File: config.mk
export PLATFORM = sky130hd
export DESIGN_NAME = ripple_count_capture_flat
export DESIGN_NICKNAME = d
export VERILOG_FILES = /design/src/rtl/ripple_count_capture_pkg.sv /design/src/rtl/ripple_count_capture_if.sv /design/src/rtl/ripple_count_capture_sync2.sv /design/src/rtl/ripple_count_capture.sv /design/src/flat_wrapper.sv
export SDC_FILE = /design/constraint.sdc
export NUM_CORES = 1
export LEC_CHECK = 0
export ABC_AREA = 1
export BUFFER_PORTS_ARGS = -buffer_cell sky130_fd_sc_hd__buf_4
export CAP_MARGIN = 10
export CELL_PAD_IN_SITES_DETAIL_PLACEMENT = 1
export CELL_PAD_IN_SITES_GLOBAL_PLACEMENT = 1
export CORE_MARGIN = 1
export CORE_UTILIZATION = 26
export CTS_BUF_LIST = sky130_fd_sc_hd__clkbuf_8 sky130_fd_sc_hd__clkbuf_16
export DETAILED_ROUTE_END_ITERATION = 8
export HOLD_SLACK_MARGIN = 0.06
export PLACE_DENSITY = 0.53
export SLEW_MARGIN = 15
export SYNTH_ARGS = -nofsm -noshare
export SYNTH_HDL_FRONTEND = slang
export SYNTH_HIERARCHICAL = 1
export SYNTH_SLANG_ARGS = --single-unit
File: constraint.sdc
create_clock -name clk -period 2.5 [get_ports clk]
set_clock_uncertainty 0.15 [all_clocks]
set_input_delay 0.125 -clock clk [delete_from_list [all_inputs] [get_ports clk]]
set_output_delay 0.125 -clock clk [all_outputs]
set_load 0.005 [all_outputs]
File: src/rtl/ripple_count_capture_pkg.sv
// Shared constants for the SN74-family capture logic: count width, filter FSM
// state encodings and a small modulo helper.
package ripple_count_capture_pkg;

  localparam int unsigned CNT_W = 4;
  localparam int unsigned EVT_W = 8;

  localparam logic [CNT_W-1:0] CNT_MAX = '1;

  // Filter FSM encodings, kept as plain constants for compatibility with
  // older blocks that compare raw state bits.
  localparam logic [0:0] ST_SETTLE = 1'b0;
  localparam logic [0:0] ST_HOLD   = 1'b1;

  // Successor of a count value; the 4-bit add wraps 15 -> 0 by itself.
  function automatic logic [CNT_W-1:0] next_cnt(input logic [CNT_W-1:0] v);
    return v + 1'b1;
  endfunction

endpackage

File: src/rtl/ripple_count_capture_if.sv
// Signal bundle between a ripple-counter source and its capture stage.
// The master drives the raw count and the error clear; the slave publishes the settled view.
interface ripple_count_capture_if;
  import ripple_count_capture_pkg::*;

  logic [CNT_W-1:0] cnt;
  logic             clr;
  logic [CNT_W-1:0] q;
  logic             valid;
  logic             chg;
  logic             wrap;
  logic             skip;
  logic             err;
  logic [EVT_W-1:0] evt;

  modport master (
    output cnt, clr,
    input  q, valid, chg, wrap, skip, err, evt
  );

  modport slave (
    input  cnt, clr,
    output q, valid, chg, wrap, skip, err, evt
  );

endinterface

File: src/rtl/ripple_count_capture_sync2.sv
// Width-parameterized two-flop synchronizer for asynchronous TTL-model outputs.
// The first stage feeds only the second stage, so metastability has a full cycle to resolve.
module ripple_count_capture_sync2 #(
  parameter int unsigned WIDTH = 1
) (
  input  logic             clk,
  input  logic             rst,
  input  logic [WIDTH-1:0] d,
  output logic [WIDTH-1:0] q
);

  logic [WIDTH-1:0] s1;

  // NOTE: sequential state uses non-blocking assignments so every flop samples
  // the pre-edge values; blocking here would collapse the two stages into one.
  always_ff @(posedge clk) begin
    if (rst) begin
      s1 <= '0;
      q  <= '0;
    end else begin
      s1 <= d;
      q  <= s1;
    end
  end

endmodule

File: src/rtl/ripple_count_capture.sv
// Capture stage behind an SN74XX93 ripple counter: synchronizes the raw count, waits for it
// to settle, and publishes the accepted value with change/wrap/skip pulses and an event count.
module ripple_count_capture
  import ripple_count_capture_pkg::*;
#(
  parameter int unsigned STABLE = 2
) (
  input  logic                   clk,
  input  logic                   rst,
  ripple_count_capture_if.slave  bus
);

  localparam logic [CNT_W-1:0] RUN_LAST = CNT_W'(STABLE - 1);

  logic [CNT_W-1:0] s2;
  logic [0:0]       state;
  logic [CNT_W-1:0] cand;
  logic [CNT_W-1:0] run;

  logic [CNT_W-1:0] q_r;
  logic             valid_r;
  logic             chg_r;
  logic             wrap_r;
  logic             skip_r;
  logic             err_r;
  logic [EVT_W-1:0] evt_r;

  logic accept;
  logic upd;
  logic wrap_n;
  logic skip_n;

  ripple_count_capture_sync2 #(
    .WIDTH (CNT_W)
  ) u_sync (
    .clk (clk),
    .rst (rst),
    .d   (bus.cnt),
    .q   (s2)
  );

  // NOTE: every signal written here gets a default first, so no path can leave
  // a previous value implied and infer a latch.
  always_comb begin
    accept = 1'b0;
    upd    = 1'b0;
    wrap_n = 1'b0;
    skip_n = 1'b0;
    if (state == ST_SETTLE && s2 == cand && run == RUN_LAST) begin
      accept = 1'b1;
    end
    if (accept) begin
      if (!valid_r) begin
        upd = 1'b1;
      end else if (cand != q_r) begin
        upd    = 1'b1;
        wrap_n = (q_r == CNT_MAX) && (cand == '0);
        skip_n = (cand != next_cnt(q_r));
      end
    end
  end

  always_ff @(posedge clk) begin
    if (rst) begin
      state   <= ST_SETTLE;
      cand    <= '0;
      run     <= '0;
      q_r     <= '0;
      valid_r <= 1'b0;
      chg_r   <= 1'b0;
      wrap_r  <= 1'b0;
      skip_r  <= 1'b0;
      err_r   <= 1'b0;
      evt_r   <= '0;
    end else begin
      // Any movement at s2 restarts the settle window, even from HOLD.
      if (s2 != cand) begin
        cand  <= s2;
        run   <= '0;
        state <= ST_SETTLE;
      end else if (state == ST_SETTLE) begin
        if (run == RUN_LAST) begin
          state <= ST_HOLD;
        end else begin
          run <= run + 1'b1;
        end
      end

      chg_r  <= upd;
      wrap_r <= wrap_n;
      skip_r <= skip_n;
      // A skip landing in the same cycle as clr must still be recorded.
      err_r  <= skip_n | (err_r & ~bus.clr);

      if (upd) begin
        q_r     <= cand;
        valid_r <= 1'b1;
        evt_r   <= evt_r + 1'b1;
      end
    end
  end

  assign bus.q     = q_r;
  assign bus.valid = valid_r;
  assign bus.chg   = chg_r;
  assign bus.wrap  = wrap_r;
  assign bus.skip  = skip_r;
  assign bus.err   = err_r;
  assign bus.evt   = evt_r;

endmodule

File: src/flat_wrapper.sv
// flat-port wrapper written by rule: the top's interface ports become plain ports
module ripple_count_capture_flat import ripple_count_capture_pkg::*;
#(
  parameter int unsigned STABLE = 2
)
  (clk, rst, bus_cnt, bus_clr, bus_q, bus_valid, bus_chg, bus_wrap, bus_skip, bus_err, bus_evt);
  ripple_count_capture_if bus_i ();
  input  logic clk;
  input  logic rst;
  input wire logic [$bits(bus_i.cnt)-1:0] bus_cnt;
  input wire logic [$bits(bus_i.clr)-1:0] bus_clr;
  output wire logic [$bits(bus_i.q)-1:0] bus_q;
  output wire logic [$bits(bus_i.valid)-1:0] bus_valid;
  output wire logic [$bits(bus_i.chg)-1:0] bus_chg;
  output wire logic [$bits(bus_i.wrap)-1:0] bus_wrap;
  output wire logic [$bits(bus_i.skip)-1:0] bus_skip;
  output wire logic [$bits(bus_i.err)-1:0] bus_err;
  output wire logic [$bits(bus_i.evt)-1:0] bus_evt;
  assign bus_i.cnt = bus_cnt;
  assign bus_i.clr = bus_clr;
  assign bus_q = bus_i.q;
  assign bus_valid = bus_i.valid;
  assign bus_chg = bus_i.chg;
  assign bus_wrap = bus_i.wrap;
  assign bus_skip = bus_i.skip;
  assign bus_err = bus_i.err;
  assign bus_evt = bus_i.evt;
  ripple_count_capture #(.STABLE(STABLE)) u_core (.clk(clk), .rst(rst), .bus(bus_i));
endmodule
== Word-level counts from Yosys, hierarchy flattened ==
Cells that the tools add are included.

* Output and inout bits: 17
* Register bits: 34
* Logic and storage cells: 45
* Input port bits: 7

* Muxes and demuxes: 9
* $add $sub $neg: 3
* Reduce and logical (&&, ||, !) cells: 7
* Bitwise logic cells: 8
* Equal/unequal tests: 6

{| class="wikitable"
|+ Operators with widths
! cell !! count
|-
| 4-bit != test || 3
|-
| 1-bit 2-to-1 mux || 9
|-
| 4-bit by 1-bit adder with 4-bit output (second input constant) || 2
|-
| 8-bit by 1-bit adder with 8-bit output (second input constant) || 1
|-
| 1-bit inverter || 6
|-
| 4-bit by 1-bit equality test with 1-bit output (second input constant) || 1
|-
| 4-bit equality test || 1
|-
| 4-bit equality test (second input constant) || 1
|-
| 4-bit zero test || 1
|-
| 4-bit OR reduction || 1
|-
| 1-bit logical AND || 3
|-
| 2-bit AND reduction || 1
|-
| 2-bit OR reduction || 1
|-
| 1-bit AND || 1
|-
| 1-bit bitwise OR || 1
|}

== Longest topological paths before layout ==
Gate-level depths: netlist of the first run.

* Word-level depth: 6
* Gate-level depth with buffers: 10
* Mapped depth without buffers: 10

== By module ==
The synthesis of the first run kept the hierarchy.

{| class="wikitable"
|+ By module, submodules not included
! module !! times used !! sequential area each (um^2) !! cells each !! area an instance (um^2)
|-
| ripple_count_capture || 1 || 520.5 || 193 || 1362.6
|-
| ripple_count_capture_sync2 || 1 || 160.2 || 25 || 231.5
|}

== Least setup slack after synthesis of the first run ==
Ideal clock, no wire load.

* Path kind: reg2reg
* Start: reg u_core.run[0]
* End: reg u_core.q_r[0] (netlist: u_core/bus.q[0])
* Buffers on the path: 1
* Clock period less this slack: 1.491 ns
* Path slack: 1.009 ns
* Required time: 2.218 ns
* Cell stages (with the launch flop): 10
* Setup time: 0.132 ns
* Arrival time: 1.209 ns
* Path through: dfxtp_1 > ha_1 > nand2_1 > nor2_1 > inv_2 > nor2_8 > nand2_2 > buf_4 > nand2_1 > a21oi_1

* Cells in the longest elaborated chain, start to end: 4

{| class="wikitable"
|+ Ends and longest elaborated chain
! element !! line !! text
|-
| start, declared || ripple_count_capture.sv:18 || <nowiki>logic [CNT_W-1:0] run;</nowiki>
|-
| start signal, assigned || ripple_count_capture.sv:85 || <nowiki>run <= run + 1'b1;</nowiki>
|-
| 4-bit by 1-bit equality test with 1-bit output || ripple_count_capture.sv:49 || <nowiki>if (state == ST_SETTLE && s2 == cand && run == RUN_LAST) begin</nowiki>
|-
| 1-bit logical AND || ripple_count_capture.sv:49 ||
|-
| 1-bit 2-to-1 mux || ripple_count_capture.sv:49 ||
|-
| 1-bit 2-to-1 mux || ripple_count_capture.sv:52 || <nowiki>if (accept) begin</nowiki>
|-
| end signal, assigned || ripple_count_capture.sv:96 || <nowiki>q_r <= cand;</nowiki>
|-
| end, declared || ripple_count_capture.sv:20 || <nowiki>logic [CNT_W-1:0] q_r;</nowiki>
|}

Every way passes these cells.
A chain may end at the register's enable or synchronous reset.

== Final worst setup path of the first run ==
* Start: reg u_core.q_r[2] (netlist: u_core/bus.q[2])
* End: reg u_core.evt_r[3] (netlist: u_core/bus.evt[3])

* Cells in the longest elaborated chain, start to end: 4

{| class="wikitable"
|+ Ends and longest elaborated chain
! element !! line !! text
|-
| 4-bit != test || ripple_count_capture.sv:55 || <nowiki>end else if (cand != q_r) begin</nowiki>
|-
| 1-bit 2-to-1 mux || ripple_count_capture.sv:55 ||
|-
| 1-bit 2-to-1 mux || ripple_count_capture.sv:53 || <nowiki>if (!valid_r) begin</nowiki>
|-
| 1-bit 2-to-1 mux || ripple_count_capture.sv:52 ||
|-
| end signal, assigned || ripple_count_capture.sv:98 || <nowiki>evt_r <= evt_r + 1'b1;</nowiki>
|-
| end, declared || ripple_count_capture.sv:26 || <nowiki>logic [EVT_W-1:0] evt_r;</nowiki>
|}

Every way passes these cells.

==> results of run 1 <==
final cells by class:
class,instances,share of cell area (%)
Clock buffer,5,3.40
Clock inverter,3,1.85
Inverter,32,5.93
Multi-Input combinational cell,146,37.1
Sequential cell,34,33.6
Tap cell,75,4.64
Timing Repair Buffer,33,13.5
tightest hold or removal path: stages, from the launching register on:
cell and delay [ns]:
dfxtp_1 0.30, inv_1 0.04, nor2_1 0.03
routing by layer:
layer,track usage [%],up-vias
met4,4.82,0
met3,3.41,5
met5,0,-
met2,20.1,20
li1,-,730
met1,15.0,612
cells in the final DEF (no fill, tap or decap):
master         count
a21oi_1           14
buf_4             23
bufinv_16          1
clkbuf_8           5
dfxtp_1           34
dlygate4sd3_1     10
ha_1               4
inv_1             31
inv_2              3
nand2_1           59
nand2_2            2
nand2_4            1
nand3_1           17
nand3_4            1
nand3b_1           2
nand4_1            2
nor2_1            27
nor2_2             2
nor2_4             3
nor2_8             1
nor3_1             1
nor3b_1            1
o21a_1             1
or2_2              1
xnor2_1            1
xor2_1             6
cells in the mapped netlist:
cell,n
nand2_4,1
nor2_4,3
nor2_2,2
nand3_1,17
nand3b_1,2
o21a_1,1
a21oi_1,14
xor2_1,6
buf_2,1
nand2_1,59
clkbuf_1,2
dfxtp_1,34
xnor2_1,1
inv_2,3
buf_4,1
nand4_1,2
or2_2,1
nor3_1,1
nor2_8,1
inv_1,29
nand2_2,2
nor2_1,27
ha_1,4
nand3_4,1
buf_6,2
nor3b_1,1
metrics by stage:
| step | cell area [µm²] | util [%] |
|---|---|---|
| global placement | 1820 | 30.7 |
| finish | 2020 | 34.2 |
| floorplan | 1590 | - |
| global route | 2020 | 34.2 |
| CTS | 2020 | 34.2 |
| detailed placement | 1820 | 30.7 |
power by group:
| group | internal, mW | switching (mW) | total, mW |
|---|---|---|---|
| Combinational | 0.0517 | 0.0769 | 0.129 |
| Clock | 0.290 | 0.191 | 0.481 |
| Sequential | 0.558 | 0.0132 | 0.572 |
flip-flops by register name (all words and copies together) (netlist names), 4 cells and up:
register / cells
u_core/bus.evt: 8
u_core/bus.q: 4
u_core/cand: 4
u_core/run: 4
u_core/u_sync/q: 4
u_core/u_sync/s1: 4
repair_timing:
item	in CTS	in global routing
endpoints found under the hold margin	12	0
hold buffers	10	0
endpoints found under the setup margin	0	0
kinds of logic (layout without fill, tap and decap cells):
kind of cell,after synthesis,count (layout),share of synthesized area (%)
buf+inv,38,73,10.2
fa+ha+maj,4,4,3.14
flops,34,34,42.7
simple gates,120,120,35.2
compound gates,15,15,4.87
xor+xnor,7,7,3.85
worst max path at each step:
stage | slack [ns] | start | cells after the start | to
floorplan | 1.01 | u_core/run[0]$_SDFFE_PP0P_ | 9 | u_core/bus.q[0]$_SDFFE_PP0P_
CTS | 0.77 | u_core/run[0]$_SDFFE_PP0P_ | 8 | u_core/bus.evt[3]$_SDFFE_PP0P_
finish | 0.79 | u_core/bus.q[2]$_SDFFE_PP0P_ | 8 | u_core/bus.evt[3]$_SDFFE_PP0P_
detailed placement | 0.77 | u_core/run[0]$_SDFFE_PP0P_ | 8 | u_core/bus.evt[3]$_SDFFE_PP0P_
global placement | 0.81 | u_core/run[0]$_SDFFE_PP0P_ | 8 | u_core/bus.q[3]$_SDFFE_PP0P_
global route | 0.59 | u_core/cand[2]$_SDFFE_PP0P_ | 8 | u_core/bus.evt[7]$_SDFFE_PP0P_
==> flow_summary.json, run 1 <==
{
  "run_status": "finished clean",
  "reg2reg_from": "u_core/bus.q[2]$_SDFFE_PP0P_",
  "pre_cts_ws_ns": 0.770,
  "critical_path_class": "reg -> reg",
  "io_pins": 24,
  "crit_arrival_ns": 1.77,
  "area_growth_pct": 27.0,
  "slowest_delay_ns": 0.43,
  "yosys_register_bits": 34,
  "worstRegToRegCells": 8,
  "cts_buffers": 5,
  "synth_area_um2": 1590,
  "fp.dieH_um": 80.3,
  "setup_viol": 0,
  "core_area_um2": 5920,
  "drc": 0,
  "cts_tree": "built",
  "io_buffers": 23,
  "critPathMaxFanout": 14,
  "m1WireLength_um": 1680,
  "h-tree-depth": 2,
  "multi_input_area_um2": 751,
  "fin_crit_sh_pct": 68.4,
  "detail-route-antenna-nets": 0,
  "rows": 28,
  "maxUsedRoutingLayer": "met4",
  "path_common_cell": "nand2_1",
  "cts_buffer_depth": 2,
  "gp_congestion": 0.679,
  "drt-initial-drc-count": 15,
  "hold_class": "reg -> reg",
  "wl_met2_um": 1640,
  "drt-pass1-iter-count": 2,
  "fin_hold_ws_ns": 0.253,
  "r2r_slack_ns": 0.79,
  "min_to": "u_core/u_sync/q[2]$_SDFF_PP0_",
  "rsz0062_at_grt": "no",
  "critPathSlowestCell": "dfxtp_1",
  "routed_wl_um": 3510,
  "total_power_mw": 1.18,
  "synth_seq_area_share_pct": 42.7,
  "crit_family": "simple AND/OR/NAND/NOR gates",
  "die_area_um2": 6450,
  "hold_viol": 0,
  "n_antenna_cell": 0,
  "min_path_cells": 2,
  "fin_setup_tns_ns": 0,
  "hold_path_startpoint": "u_core/u_sync/s1[2]$_SDFF_PP0_",
  "peakVddDrop_mv": 0.216,
  "power_density_nw_per_um2": 584,
  "yosys.area.top_type_share_pct": 42.7,
  "nets": 263,
  "avgSynthCellArea_um2": 7.31,
  "instances_no_fill": 328,
  "fill_cells": 755,
  "drive_gt1_share_pct": 17.0,
  "netlist_top_cells_area": "dfxtp_1, nand2_1, inv_1",
  "clk_pin_slew_ns": 0.07,
  "insertion_delay_ns": 0.28,
  "die_x_um": 80.3,
  "vias": 1367,
  "start_util_pct": 26.9,
  "synth_cells": 218,
  "worst_slew_pin_slew_ns": 0.450,
  "wire_per_inst_um": 10.7,
  "syn_nets": 229,
  "post_cts_buffers": 0,
  "drv_cap": 0,
  "worstPathRequired_ns": 2.56,
  "grt_max_degree": 27,
  "crit_path_end_kind": "flop",
  "antenna_found_initial": 0,
  "grt-ovfl-total": 0,
  "fin_crit_ns": 1.71,
  "max_freq_mhz": 585,
  "clkSinkCount": 34,
  "wl_met3_um": 118,
  "rr_endpoint": "u_core/bus.evt[3]$_SDFFE_PP0P_",
  "ctsResizeCount": 0,
  "grt_pass1_wl_um": 5990,
  "startpoint_type": "flop",
  "regArea_um2": 681,
  "dp_hpwl_um": 2440,
  "slew_viol_final": 0,
  "crit_chain": "inv_1 > nand2_1 > nand2_1 > nor2_4 > nand3_4 > nand2_2 > nand2_1 > a21oi_1",
  "grt_usage_pct": 12.2,
  "slew_headroom_pct": 69.9,
  "total_leakage_power_nw": 0.922,
  "viasPerCell": 4.17,
  "synth_area_leader_cell": "dfxtp_1",
  "grt_pass1_vias": 1353,
  "crit_buf_inv": 1,
  "ys_types": 26,
  "place_inst": 310,
  "root_buffer": "clkbuf_8",
  "layout_setup_ws_ns": 0.790,
  "ys_warn_count": 6
}
No activity file was read; power rests on OpenSTA's default activity.
==> run 2: changes to the inputs <==
--- a/config.mk
+++ b/config.mk
@@ -15,7 +15,7 @@
 export CTS_BUF_LIST = sky130_fd_sc_hd__clkbuf_8 sky130_fd_sc_hd__clkbuf_16
 export DETAILED_ROUTE_END_ITERATION = 8
 export HOLD_SLACK_MARGIN = 0.06
-export PLACE_DENSITY = 0.53
+export PLACE_DENSITY = 0.55
 export SLEW_MARGIN = 15
 export SYNTH_ARGS = -nofsm -noshare
 export SYNTH_HDL_FRONTEND = slang
==> constraint.sdc (replaced) <==
create_clock -name clk -period 1.5 [get_ports clk]
set_clock_uncertainty 0.15 [all_clocks]
set_input_delay 0.075 -clock clk [delete_from_list [all_inputs] [get_ports clk]]
set_output_delay 0.075 -clock clk [all_outputs]
set_load 0.005 [all_outputs]
==> flow_summary.json, run 2 (synthesis results as in run 1) <==
{
  "mostFrequentLayoutCells": "nand2_1, buf_4, inv_1, nor2_1, dfxtp_1",
  "area_growth_pct": 53.5,
  "fin_hold_ws_ns": 0.0583,
  "io_buffers": 23,
  "core_area_um2": 5920,
  "grt_max_degree": 16,
  "insertion_delay_ns": 0.28,
  "setup_viol": 0,
  "drive_gt1_share_pct": 37.3,
  "startpoint_type": "flop",
  "worstPathRequired_ns": 1.56,
  "clk_pin_slew_ns": 0.07,
  "multi_input_area_um2": 873,
  "h-tree-depth": 2,
  "cts_buffer_depth": 2,
  "run_status": "finished clean",
  "worstRegToRegCells": 9,
  "nets": 297,
  "total_leakage_power_nw": 1.11,
  "grt_pass1_vias": 1445,
  "vias": 1523,
  "n_antenna_cell": 0,
  "viasPerCell": 4.21,
  "fin_crit_ns": 1.49,
  "routed_wl_um": 3870,
  "fp.dieH_um": 80.3,
  "r2r_slack_ns": 0.01,
  "clkSinkCount": 34,
  "crit_path_end_kind": "flop",
  "reg2reg_from": "u_core/cand[3]$_SDFFE_PP0P_",
  "rows": 28,
  "slew_viol_final": 0,
  "crit_end": "u_core/bus.evt[1]$_SDFFE_PP0P_",
  "die_x_um": 80.3,
  "cts_buffers": 5,
  "dp_hpwl_um": 2620,
  "fin_crit_sh_pct": 99.3,
  "grt_usage_pct": 12.6,
  "worst_slew_pin_slew_ns": 0.602,
  "place_inst": 330,
  "total_power_mw": 1.95,
  "fill_cells": 726,
  "rsz0062_at_grt": "yes",
  "slowest_delay_ns": 0.36,
  "grt_pass1_wl_um": 6210,
  "die_area_um2": 6450,
  "detail-route-antenna-nets": 0,
  "io_pins": 24,
  "crit_chain": "inv_2 > nand2_2 > nand2_2 > nor2_4 > nand2_4 > nor2_8 > buf_6 > nand3_1 > a21oi_2",
  "critPathSlowestCell": "dfxtp_2",
  "wire_per_inst_um": 10.7,
  "power_density_nw_per_um2": 797,
  "hold_class": "in -> reg",
  "startpoint": "u_core/cand[3]$_SDFFE_PP0P_",
  "instances_no_fill": 362,
  "peakVddDrop_mv": 0.361,
  "root_buffer": "clkbuf_8",
  "hold_viol": 0,
  "crit_arrival_ns": 1.55,
  "cts_tree": "built",
  "drv_cap": 0,
  "path_common_cell": "nand2_2",
  "grt-ovfl-total": 0,
  "fin_setup_tns_ns": 0,
  "drt-pass1-iter-count": 4,
  "critPathMaxFanout": 5,
  "drt-initial-drc-count": 46,
  "drc": 0,
  "rr_endpoint": "u_core/bus.evt[1]$_SDFFE_PP0P_",
  "largest_register_ffs": 8,
  "antenna_found_initial": 0,
  "gp_congestion": 0.712,
  "start_util_pct": 26.9,
  "final_common_cell": "nand2_1",
  "regArea_um2": 703,
  "critical_path_class": "reg -> reg",
  "max_freq_mhz": 671,
  "slew_headroom_pct": 59.7
}
==> run 2: how the worst min path moves through the flow <==
stage	from	to	slack (ns)	depth (start not counted)
2_1_floorplan	bus_cnt[0]	u_core/u_sync/s1[0]$_SDFF_PP0_	0.03	2
3_3_place_gp	bus_cnt[1]	u_core/u_sync/s1[1]$_SDFF_PP0_	0.12	3
3_5_place_dp	bus_cnt[2]	u_core/u_sync/s1[2]$_SDFF_PP0_	0.14	3
4_1_cts	rst	u_core/bus.valid$_SDFFE_PP0P_	0.07	4
5_1_grt	rst	u_core/bus.valid$_SDFFE_PP0P_	0.09	4
6_report	rst	u_core/bus.evt[0]$_SDFFE_PP0P_	0.06	4
==> run 2: cell type report <==
class,count,area share (%)
tap,75,3.83
inverter,32,4.91
clock buffer,6,3.37
multi-input combinational,146,35.7
clock inverter,2,0.358
sequential,34,28.7
timing repair buffer,67,23.1
==> run 2: report_power, final <==
| part | total, mW | leakage [nW] | internal, mW | switching (mW) |
|---|---|---|---|---|
| Clock | 0.687 | 0.0524 | 0.363 | 0.324 |
| Combinational | 0.317 | 0.776 | 0.154 | 0.163 |
| Sequential | 0.947 | 0.282 | 0.926 | 0.0211 |
| Total | 1.95 | 1.11 | 1.44 | 0.508 |
==> run 2: critical path, delay by kind of cell, from the launching register on <==
| family | cells | cell delay, ns |
|---|---|---|
| AO/OA/AOI/OAI | 1 | 0.11 |
| buffers and inverters | 2 | 0.20 |
| flip-flops | 1 | 0.36 |
| AND/OR/NAND/NOR | 6 | 0.60 |
==> run 2: repair_timing <==
item / in CTS / in global routing
cloned: 0 / 1
endpoints found under the hold margin: 25 / 0
hold buffers: 19 / 0
pin swaps: 1 / 21
buffers inserted: 0 / 4
setup endpoints to repair: 15 / 20
gates resized for setup: 5 / 47
==> run 2: routing by layer <==
| layer | wire length, µm | GRT usage, % | vias to the layer above |
|---|---|---|---|
| met1 | 1720 | 14.5 | 698 |
| met3 | 119 | 3.41 | 4 |
| met5 | 0 | 0 | - |
| met4 | 39 | 3.75 | 0 |
| li1 | - | - | 800 |
| met2 | 1990 | 22.6 | 21 |
==> run 2: stage by stage <==
step,instance area (µm²),worst slack (ns),utilization (%)
2_1_floorplan,1590,0.00910,-
3_3_place_gp,1970,-0.0121,33.2
3_5_place_dp,1970,-0.0712,33.2
4_1_cts,2260,-0.00233,38.2
5_1_grt,2450,-0.0802,41.3
6_report,2450,0.00981,41.3
==> run 3: changes to the inputs <==
--- a/config.mk
+++ b/config.mk
@@ -16,6 +16,7 @@
 export DETAILED_ROUTE_END_ITERATION = 8
 export HOLD_SLACK_MARGIN = 0.06
 export PLACE_DENSITY = 0.55
+export RECOVER_POWER = 50
 export SLEW_MARGIN = 15
 export SYNTH_ARGS = -nofsm -noshare
 export SYNTH_HDL_FRONTEND = slang
==> flow_summary.json, run 3 (synthesis results as in run 1) <==
{
  "total_power_mw": 1.95,
  "run_status": "finished clean",
  "die_area_um2": 6450,
  "n_antenna_cell": 0,
  "grt_pass1_wl_um": 6210,
  "root_buffer": "clkbuf_8",
  "cts_buffer_depth": 2,
  "fill_cells": 727,
  "crit_arrival_ns": 1.55,
  "h-tree-depth": 2,
  "gp_congestion": 0.712,
  "fin_crit_sh_pct": 99.4,
  "peakVddDrop_mv": 0.361,
  "slew_viol_final": 0,
  "clkSinkCount": 34,
  "clockPowerShare_pct": 35.2,
  "internal_power_mw": 1.44,
  "insertion_delay_ns": 0.28,
  "startpoint_type": "flop",
  "viasPerCell": 4.21,
  "drc": 0,
  "critical_path_class": "reg -> reg",
  "rsz0062_at_grt": "yes",
  "clk_pin_slew_ns": 0.07,
  "drv_cap": 0,
  "drive_gt1_share_pct": 36.6,
  "worstPathRequired_ns": 1.56,
  "wire_per_inst_um": 10.7,
  "setup_viol": 0,
  "io_buffers": 23,
  "detail-route-antenna-nets": 0,
  "antenna_found_initial": 0,
  "switching_power_uw": 508,
  "worst_slew_pin_slew_ns": 0.598,
  "fin_area_um2": 2440,
  "grt-ovfl-total": 0,
  "pwr-share-comb_pct": 16.2,
  "final_common_cell": "nand2_1",
  "fp.dieH_um": 80.3,
  "die_x_um": 80.3,
  "fin_crit_ns": 1.49,
  "mostFrequentLayoutCells": "nand2_1, buf_4, inv_1, nor2_1, dfxtp_1",
  "rows": 28,
  "grt_usage_pct": 12.6,
  "core_area_um2": 5920,
  "nets": 297,
  "routed_wl_um": 3860,
  "drt-pass1-iter-count": 4,
  "vias": 1525,
  "dp_hpwl_um": 2620,
  "slew_headroom_pct": 60.0,
  "power_density_nw_per_um2": 799,
  "hold_class": "in -> reg",
  "area_growth_pct": 53.1,
  "total_leakage_power_nw": 1.10,
  "drt-initial-drc-count": 48,
  "start_util_pct": 26.9,
  "p_sw_share_pct": 26.0,
  "critPathMaxFanout": 5,
  "seq_power_share_pct": 48.6,
  "cts_buffers": 5,
  "io_pins": 24,
  "worstRegToRegCells": 9,
  "hold_viol": 0,
  "grt_max_degree": 16,
  "fin_setup_tns_ns": 0,
  "grt_pass1_vias": 1445,
  "min_path_cells": 4,
  "cts_tree": "built",
  "max_freq_mhz": 671,
  "crit_path_end_kind": "flop",
  "largest_register_ffs": 8,
  "postPlaceCellArea_um2": 1970
}
==> run 3: changes by cell type in the layout (fill, tap and decap cells not counted), sizes merged <==
cell,previous run,this run
buf,48,35
clkbuf,6,19
==> run 3: layer usage <==
metal  routed length, µm  GRT usage (%)  share of wire (%)
met1                1720           14.5                 45
met2                1980           22.6                 51
met3                 114           3.41                3.0
met4                  39           3.75                1.0
met5                   0              0                  0
==> run 3: final cells by class <==
cell class / count / area (µm²) / area share [%]
multi-input cells: 146 / 873 / 35.8
inverters: 32 / 120 / 4.92
repair buffers: 67 / 558 / 22.9
well taps: 75 / 93.8 / 3.85
flip-flops and latches: 34 / 703 / 28.8
clock inverters: 2 / 8.76 / 0.359
clock buffers: 6 / 82.6 / 3.38
==> run 3: worst paths after layout <==
path	startpoint	to	slack, ns
min	rst	u_core/bus.evt[0]$_SDFFE_PP0P_	0.06
max reg2reg	u_core/cand[3]$_SDFFE_PP0P_	u_core/bus.evt[1]$_SDFFE_PP0P_	0.01
max	u_core/cand[3]$_SDFFE_PP0P_	u_core/bus.evt[1]$_SDFFE_PP0P_	0.01
min reg2reg	u_core/bus.err$_SDFF_PP0_	u_core/bus.err$_SDFF_PP0_	0.32
==> run 3: power by group through the flow <==
stage | sequential (mW) | combinational [mW] | clock [mW]
finish | 0.947 | 0.316 | 0.687
global route | 0.950 | 0.356 | 0.756
CTS | 0.948 | 0.282 | 0.723
detailed placement | 0.968 | 0.244 | 0
global placement | 0.969 | 0.240 | 0
floorplan | 0.969 | 0.153 | 0
==> run 3: timing repair <==
action,CTS,global route
cloned,0,1
setup endpoints to repair,15,20
hold endpoints to repair,25,0
gates resized for setup,5,47
setup buffers,0,4
hold buffers,19,0
pin swaps,1,21
==> run 3: worst max-delay path: stages (launching register included) <==
cell     delay [ns]
dfxtp_2        0.36
inv_2          0.05
nand2_2        0.06
nand2_2        0.06
nor2_4         0.14
nand2_4        0.08
nor2_8         0.18
buf_6          0.15
nand3_1        0.09
a21oi_2        0.11
==> run 3: metrics by stage <==
stage	utilization [%]	instances	setup WS, ns	hold slack (ns)
after floorplan	-	218	0.00910	0.0320
after global placement	33.2	330	-0.0121	0.123
after detailed placement	33.2	330	-0.0712	0.135
after CTS	38.2	357	-0.00233	0.0694
after global routing	41.2	362	-0.0802	0.0938
final	41.2	362	0.00951	0.0585
